`src/rtl/ballot_tally.sv`:
```
// Clocked N-voter ballot: one session at a time, each voter counted once,
// closing on a full electorate or timeout, with registered outcome flags.
module ballot_tally #(
   parameter int  N_VOTERS = 3,
   parameter int  TIMEOUT  = 16,
   localparam int CNT_W    = $clog2(N_VOTERS + 1)
) (
   input  logic                clk,
   input  logic                rst_n,
   input  logic                start_i,
   input  logic [N_VOTERS-1:0] vote_valid_i,
   input  logic [N_VOTERS-1:0] vote_val_i,
   output logic                busy_o,
   output logic                done_o,
   output logic                pass_o,
   output logic                unanimous_o,
   output logic                tie_o,
   output logic                none_voted_o,
   output logic [CNT_W-1:0]    yes_cnt_o,
   output logic [CNT_W-1:0]    no_cnt_o,
   output logic [N_VOTERS-1:0] voted_o
);

   localparam int             TW     = (TIMEOUT > 1) ? $clog2(TIMEOUT) : 1;
   localparam logic [TW-1:0]  T_LAST = TW'(TIMEOUT - 1);
   localparam logic [CNT_W:0] N_EXT  = (CNT_W + 1)'(N_VOTERS);

   typedef enum logic [1:0] {IDLE, OPEN, DECIDE} state_t;

   state_t              state_q, state_d;
   logic [TW-1:0]       timer_q, timer_d;
   logic [CNT_W-1:0]    yes_q, yes_d, no_q, no_d;
   logic [N_VOTERS-1:0] voted_q, voted_d;
   logic                done_q, done_d;
   logic                pass_q, pass_d, unan_q, unan_d;
   logic                tie_q, tie_d, none_q, none_d;

   logic [N_VOTERS-1:0] fresh;
   logic [CNT_W:0]      yes_x, no_x;

   function automatic logic [CNT_W-1:0] popcnt(input logic [N_VOTERS-1:0] v);
      logic [CNT_W-1:0] c;
      c = '0;
      for (int i = 0; i < N_VOTERS; i++) c = c + CNT_W'(v[i]);
      return c;
   endfunction

   // Only first-time voters are counted; later strobes from the same voter drop out here.
   assign fresh = vote_valid_i & ~voted_q;
   assign yes_x = {1'b0, yes_q};
   assign no_x  = {1'b0, no_q};

   always_comb begin
      state_d = state_q;
      timer_d = timer_q;
      yes_d   = yes_q;
      no_d    = no_q;
      voted_d = voted_q;
      done_d  = 1'b0;
      pass_d  = pass_q;
      unan_d  = unan_q;
      tie_d   = tie_q;
      none_d  = none_q;
      case (state_q)
         IDLE: begin
            if (start_i) begin
               state_d = OPEN;
               timer_d = '0;
               yes_d   = '0;
               no_d    = '0;
               voted_d = '0;
               pass_d  = 1'b0;
               unan_d  = 1'b0;
               tie_d   = 1'b0;
               none_d  = 1'b0;
            end
         end
         OPEN: begin
            voted_d = voted_q | fresh;
            yes_d   = yes_q + popcnt(fresh & vote_val_i);
            no_d    = no_q + popcnt(fresh & ~vote_val_i);
            timer_d = timer_q + TW'(1);
            if ((&voted_d) || (timer_q == T_LAST)) state_d = DECIDE;
         end
         DECIDE: begin
            state_d = IDLE;
            done_d  = 1'b1;
            pass_d  = {yes_q, 1'b0} > N_EXT;
            unan_d  = (yes_x == N_EXT) || (no_x == N_EXT);
            tie_d   = (yes_q == no_q) && (yes_q != '0);
            none_d  = (yes_x + no_x) == '0;
         end
         default: state_d = IDLE;
      endcase
   end

   always_ff @(posedge clk or negedge rst_n) begin
      if (!rst_n) begin
         state_q <= IDLE;
         timer_q <= '0;
         yes_q   <= '0;
         no_q    <= '0;
         voted_q <= '0;
         done_q  <= 1'b0;
         pass_q  <= 1'b0;
         unan_q  <= 1'b0;
         tie_q   <= 1'b0;
         none_q  <= 1'b0;
      end else begin
         state_q <= state_d;
         timer_q <= timer_d;
         yes_q   <= yes_d;
         no_q    <= no_d;
         voted_q <= voted_d;
         done_q  <= done_d;
         pass_q  <= pass_d;
         unan_q  <= unan_d;
         tie_q   <= tie_d;
         none_q  <= none_d;
      end
   end

   assign busy_o       = (state_q != IDLE);
   assign done_o       = done_q;
   assign pass_o       = pass_q;
   assign unanimous_o  = unan_q;
   assign tie_o        = tie_q;
   assign none_voted_o = none_q;
   assign yes_cnt_o    = yes_q;
   assign no_cnt_o     = no_q;
   assign voted_o      = voted_q;

endmodule

```
`config.mk`:
```
export PLATFORM = sky130hd
export DESIGN_NAME = ballot_tally
export DESIGN_NICKNAME = d
export VERILOG_FILES = /design/src/rtl/ballot_tally.sv
export SDC_FILE = /design/constraint.sdc
export NUM_CORES = 1
export LEC_CHECK = 0
export CORE_AREA = 10 10 58 60
export DETAILED_ROUTE_END_ITERATION = 10
export DIE_AREA = 0 0 68 70
export PLACE_DENSITY = 0.71
export SETUP_SLACK_MARGIN = 0.1
export SLEW_MARGIN = 25
export SYNTH_ARGS = -nofsm -noshare
export SYNTH_HDL_FRONTEND = slang
export SYNTH_SLANG_ARGS = --single-unit
```
`constraint.sdc`:
```
create_clock -name clk -period 2.7 [get_ports clk]
set_clock_uncertainty 0.2 [all_clocks]
set_input_delay 0.27 -clock clk [delete_from_list [all_inputs] [get_ports clk]]
set_output_delay 0.27 -clock clk [all_outputs]
set_load 0.02 [all_outputs]
```
# Word-level counts from Yosys, hierarchy flattened
# Cells that the tools add are included.
# word_totals
elab_cells	62
out_inout_bits	13
regBits	18
# classes
order_cmp	1
reduce_logical	13
eq_ne	8
addsub	8
mux	16
bitwise_logic	6
# op_table
op	n
case mux 2 bit (2 select lines)	3
AND 3 bit	3
case mux 1 bit (2 select lines)	4
case mux 4 bit (2 select lines)	1
nonzero test 2 bit	4
== test 2 bit (second input constant)	3
two-way mux 2 bit	3
NOT 3 bit	2
case mux 3 bit (2 select lines)	1
AND reduction 2 bit	3
adder 1 x 1 -> 2 bit	2
adder 2 x 1 -> 2 bit	2
adder 2 bit	2
adder 4 x 1 -> 4 bit (second input constant)	1
== test 4 bit (second input constant)	1
two-way mux 4 bit	1
inequality test 2 bit (second input constant)	2
adder 2 x 2 -> 3 bit	1
> comparator 3 x 2 -> 1 bit (second input constant)	1
logical NOT 3 bit	1
two-way mux 3 bit	1
bitwise OR 3 bit	1
AND reduction 3 bit	1
== test 2 x 1 -> 1 bit (second input constant)	1
5 further kinds	7

# Longest topological paths before layout
# depth
ltp_word	7
mapped_depth	7
ltp_nobuf	7

# Worst setup path after synthesis
# Ideal clock, no wire load.
# synth_path
path_kind	reg-to-reg
start	reg voted_q[0] (netlist: voted_o[0])
end	reg no_q[1] (netlist: no_cnt_o[1])
arrival_time_ns	2.033
path_slack_ns	0.364
path_buffers	0
setup_time_ns	0.104
path_stages_with_launch	7
synth_period_minus_slack_ns	2.336
path_cell_list	dfrtp_1 -> or3b_2 -> fa_1 -> inv_1 -> ha_1 -> xor2_1 -> o311ai_1
# synth_via
elab_chain_len	7
# synth_rtl
element	line	rtl
from (decl)	33	logic [N_VOTERS-1:0] voted_q, voted_d;
from (signal assigned)	114	voted_q <= voted_d;
NOT 3 bit	49	assign fresh = vote_valid_i & ~voted_q;
AND 3 bit	49	
AND 3 bit	81	no_d = no_q + popcnt(fresh & ~vote_val_i);
adder 1 x 1 -> 2 bit	44	for (int i = 0; i < N_VOTERS; i++) c = c + CNT_W'(v[i]);
adder 2 x 1 -> 2 bit	44	
adder 2 bit	81	
case mux 2 bit (2 select lines)	64	case (state_q)
to (signal assigned)	113	no_q <= no_d;
to (decl)	32	logic [CNT_W-1:0] yes_q, yes_d, no_q, no_d;
# Every way passes these cells.
# A chain may end at the register's enable or synchronous reset.

# Worst setup path after layout
# layout_path
start	in vote_valid_i[0]
end	reg no_q[1] (netlist: no_cnt_o[1])
# layout_via
elab_chain_len	6
# layout_rtl
element	line	rtl
from (decl)	11	input logic [N_VOTERS-1:0] vote_valid_i,
AND 3 bit	49	
AND 3 bit	81	
adder 1 x 1 -> 2 bit	44	
adder 2 x 1 -> 2 bit	44	
adder 2 bit	81	
case mux 2 bit (2 select lines)	64	
# Every way passes these cells.

==> run metrics <==
outcome=finished clean; Initial Utilization=42.6%; WL final=between 2000 and 2500 µm; DP Area=1240 µm²; grt total ovfl=0; Synth Instances=97; post-layout util=between 50 and 60%; Synth Warn #=0; internal power=around 0.79 mW; full die area=4760 µm²; number of port buffers=21; f_max=429 MHz; Clock power frac=12.1%; Seq/Total Area, Yosys=45.1%; CP peak stage delay=0.51 ns; max_cap viols=0; Syn-to-layout area delta=27.8%; fillers=230; DP Worst Slack=0.0414 ns; Rel. slew slack=45.3%; Clock transition at path regs=0.10 ns; root buffer cell=clkbuf_4; Post-synth EDFFs=0; P_leak=around 0.55 nW; nets@finish=139; pin slew with the least headroom to its limit=approximately 0.8 ns; Chip Height=70 µm; post-cts hold buffer count=0; register bit total from synthesis=18; Pins Over Slew Limit=0; dpl hpwl=1590 µm; vias in the first global route=756; Setup crit start kind=input port; DRC viols=0; Worst-Skew Late Latency=0.29 ns; Via density=5.22; drt first pass iters=7; critical path type=input port to flip-flop; Starting DRT DRC Count=24; asr flop ratio synth=100%; largest net degree at the start of global routing=19; CTS tree=done; H-tree depth=1; initial antenna violation count=0; Syn Nets=114; Min-Delay Path Class=input port to asynchronous set/reset pin; CTS resizes=0; Crit Path Max Fanout=2; Placer Congestion=about 0.75; diode count=0; # rows=18; first-pass GRT wire length=3440 µm; count of final hold-check violations=0; net switching power=0.574 mW; via count=788; Routed Antenna Nets=0; setup TNS=0 ns; VDD IR max=0.000550 V; combinational power share=~52%; routed len/inst=13.9 µm; pwr/cell area=1070 nW/µm²; layout cells sized above 1=about 11%; Synth Flop Type=dfrtp_1; total power draw=between 1 and 1.5 mW; RSZ-0062 raised after global routing=no; worst setup margin=between 0.3 and 0.4 ns; Setup crit end kind=flip-flop; mapped cell area=998 µm²; post-CTS setup buffer count=0; Storage cell area=450 µm²; cts bufs inserted=3; I/O pin cnt=22; cell area after layout=~1300 µm²; Reg power frac=35.8%; Placeable Area=2340 µm²; Sink Count=18; area occupied by multi-input gates=493 µm²; Sw Share=42.2%; CTS Buffer Depth=2; minimum clock period=2.33 ns; CP cell instances=clkdlybuf4s50_1 > or3b_2 > fa_1 > inv_1 > ha_1 > xor2_1 > o311ai_1; period utilization=86.3%; syn avg cell area=around 10 µm²; Final setup viols=0; Worst Path Required=2.69 ns; global-route usage over all layers=9.08%; Worst path slowest cell=fa_1; synth unique cells=29; die span in x=slightly below 70 µm; crit path DAT=2.32 ns
## layout make-up
| type | instances | area share (%) |
|---|---|---|
| sequential | 18 | 35.3 |
| multi-input combinational | 67 | 38.6 |
| inverter | 9 | 2.65 |
| tap | 30 | 2.94 |
| timing repair buffer | 23 | 17.6 |
| clock buffer | 4 | 2.84 |
## per-stage QoR
stage | instances | hold slack (ns)
detailed placement | 147 | 0.328
global placement | 147 | 0.312
finish | 151 | 0.245
global route | 151 | 0.297
CTS | 151 | 0.262
floorplan | 97 | -0.226
## cell families (layout without fill, tap and decap cells)
family	count (synthesis)	after routing	share of synthesized area, %
AND/OR/NAND/NOR	34	34	18.7
AO/OA/AOI/OAI	21	21	14.9
flip-flops	18	18	45.1
buffers and inverters	12	36	5.51
adder cells (fa/ha/maj)	8	8	12.3
XOR/XNOR	4	4	3.51
## path summary, 6_finish.rpt
kind / start / end / slack, ns / cells after the start
hold reg to reg: tie_o / tie_o / 0.34 / 2
min in group clk: tie_o / tie_o / 0.34 / 2
max in group asynchronous: rst_n / no_cnt_o[0] / 1.55 / 1
setup / recovery: vote_valid_i[0] / no_cnt_o[1] / 0.37 / 7
hold / removal: rst_n / pass_o / 0.24 / 1
setup reg to reg: voted_o[0] / no_cnt_o[1] / 0.37 / 6
## metal layers
metal | part of all wire, % | vias up | global-route usage (%)
met2 | 49 | 18 | 14.6
met3 | 8.6 | 2 | 3.19
li1 | - | 380 | -
met5 | 0 | - | 0
met4 | 0.57 | 0 | 3.36
met1 | 42 | 388 | 10.6
## power by group through the flow
stage | Combinational (mW) | Clock [mW] | Sequential (mW)
3_3_place_gp | 0.698 | 0 | 0.487
6_report | 0.709 | 0.164 | 0.487
5_1_grt | 0.795 | 0.181 | 0.507
4_1_cts | 0.722 | 0.173 | 0.486
3_5_place_dp | 0.719 | 0 | 0.489
2_1_floorplan | 0.402 | 0 | 0.551
## cell usage after synthesis, drive strengths merged (2+ instances only)
cell,instances,share of area [%]
xor2,4,3.5
dfrtp,18,45
nand3,4,2.0
o31ai,2,1.5
o22ai,5,4.4
inv,9,3.4
nor2,6,3.0
nand2b,2,1.3
or3b,2,1.8
o21ai,4,2.0
buf,3,2.1
ha,5,6.3
a21oi,4,2.0
nand3b,4,3.0
o311ai,2,1.8
nand2,12,4.5
fa,3,6.0
## cells in the final DEF, fill, tap and decap left out, types with 3 or more instances in the layout
| master | n |
|---|---|
| fa_1 | 3 |
| inv_1 | 9 |
| dfrtp_1 | 18 |
| clkdlybuf4s50_1 | 21 |
| nor2_1 | 5 |
| o21ai_0 | 3 |
| nand2_1 | 12 |
| xor2_1 | 4 |
| o22ai_1 | 3 |
| ha_1 | 5 |
| nand3_1 | 4 |
| nand3b_1 | 4 |
| clkbuf_4 | 3 |
| a21oi_1 | 4 |
## critical path, delay by kind of cell
| family | cells | cell delay, ns |
|---|---|---|
| simple gates | 1 | 0.46 |
| buf+inv | 2 | 0.51 |
| fa+ha+maj | 2 | 0.70 |
| xor+xnor | 1 | 0.15 |
| compound gates | 1 | 0.22 |
## registers in the layout, indices dropped and copies added (netlist names), 2 cells and up
signal,cells
no_cnt_o,2
state_q,2
timer_q,4
voted_o,3
yes_cnt_o,2
Note: power is estimated with default switching activity, not from simulation.
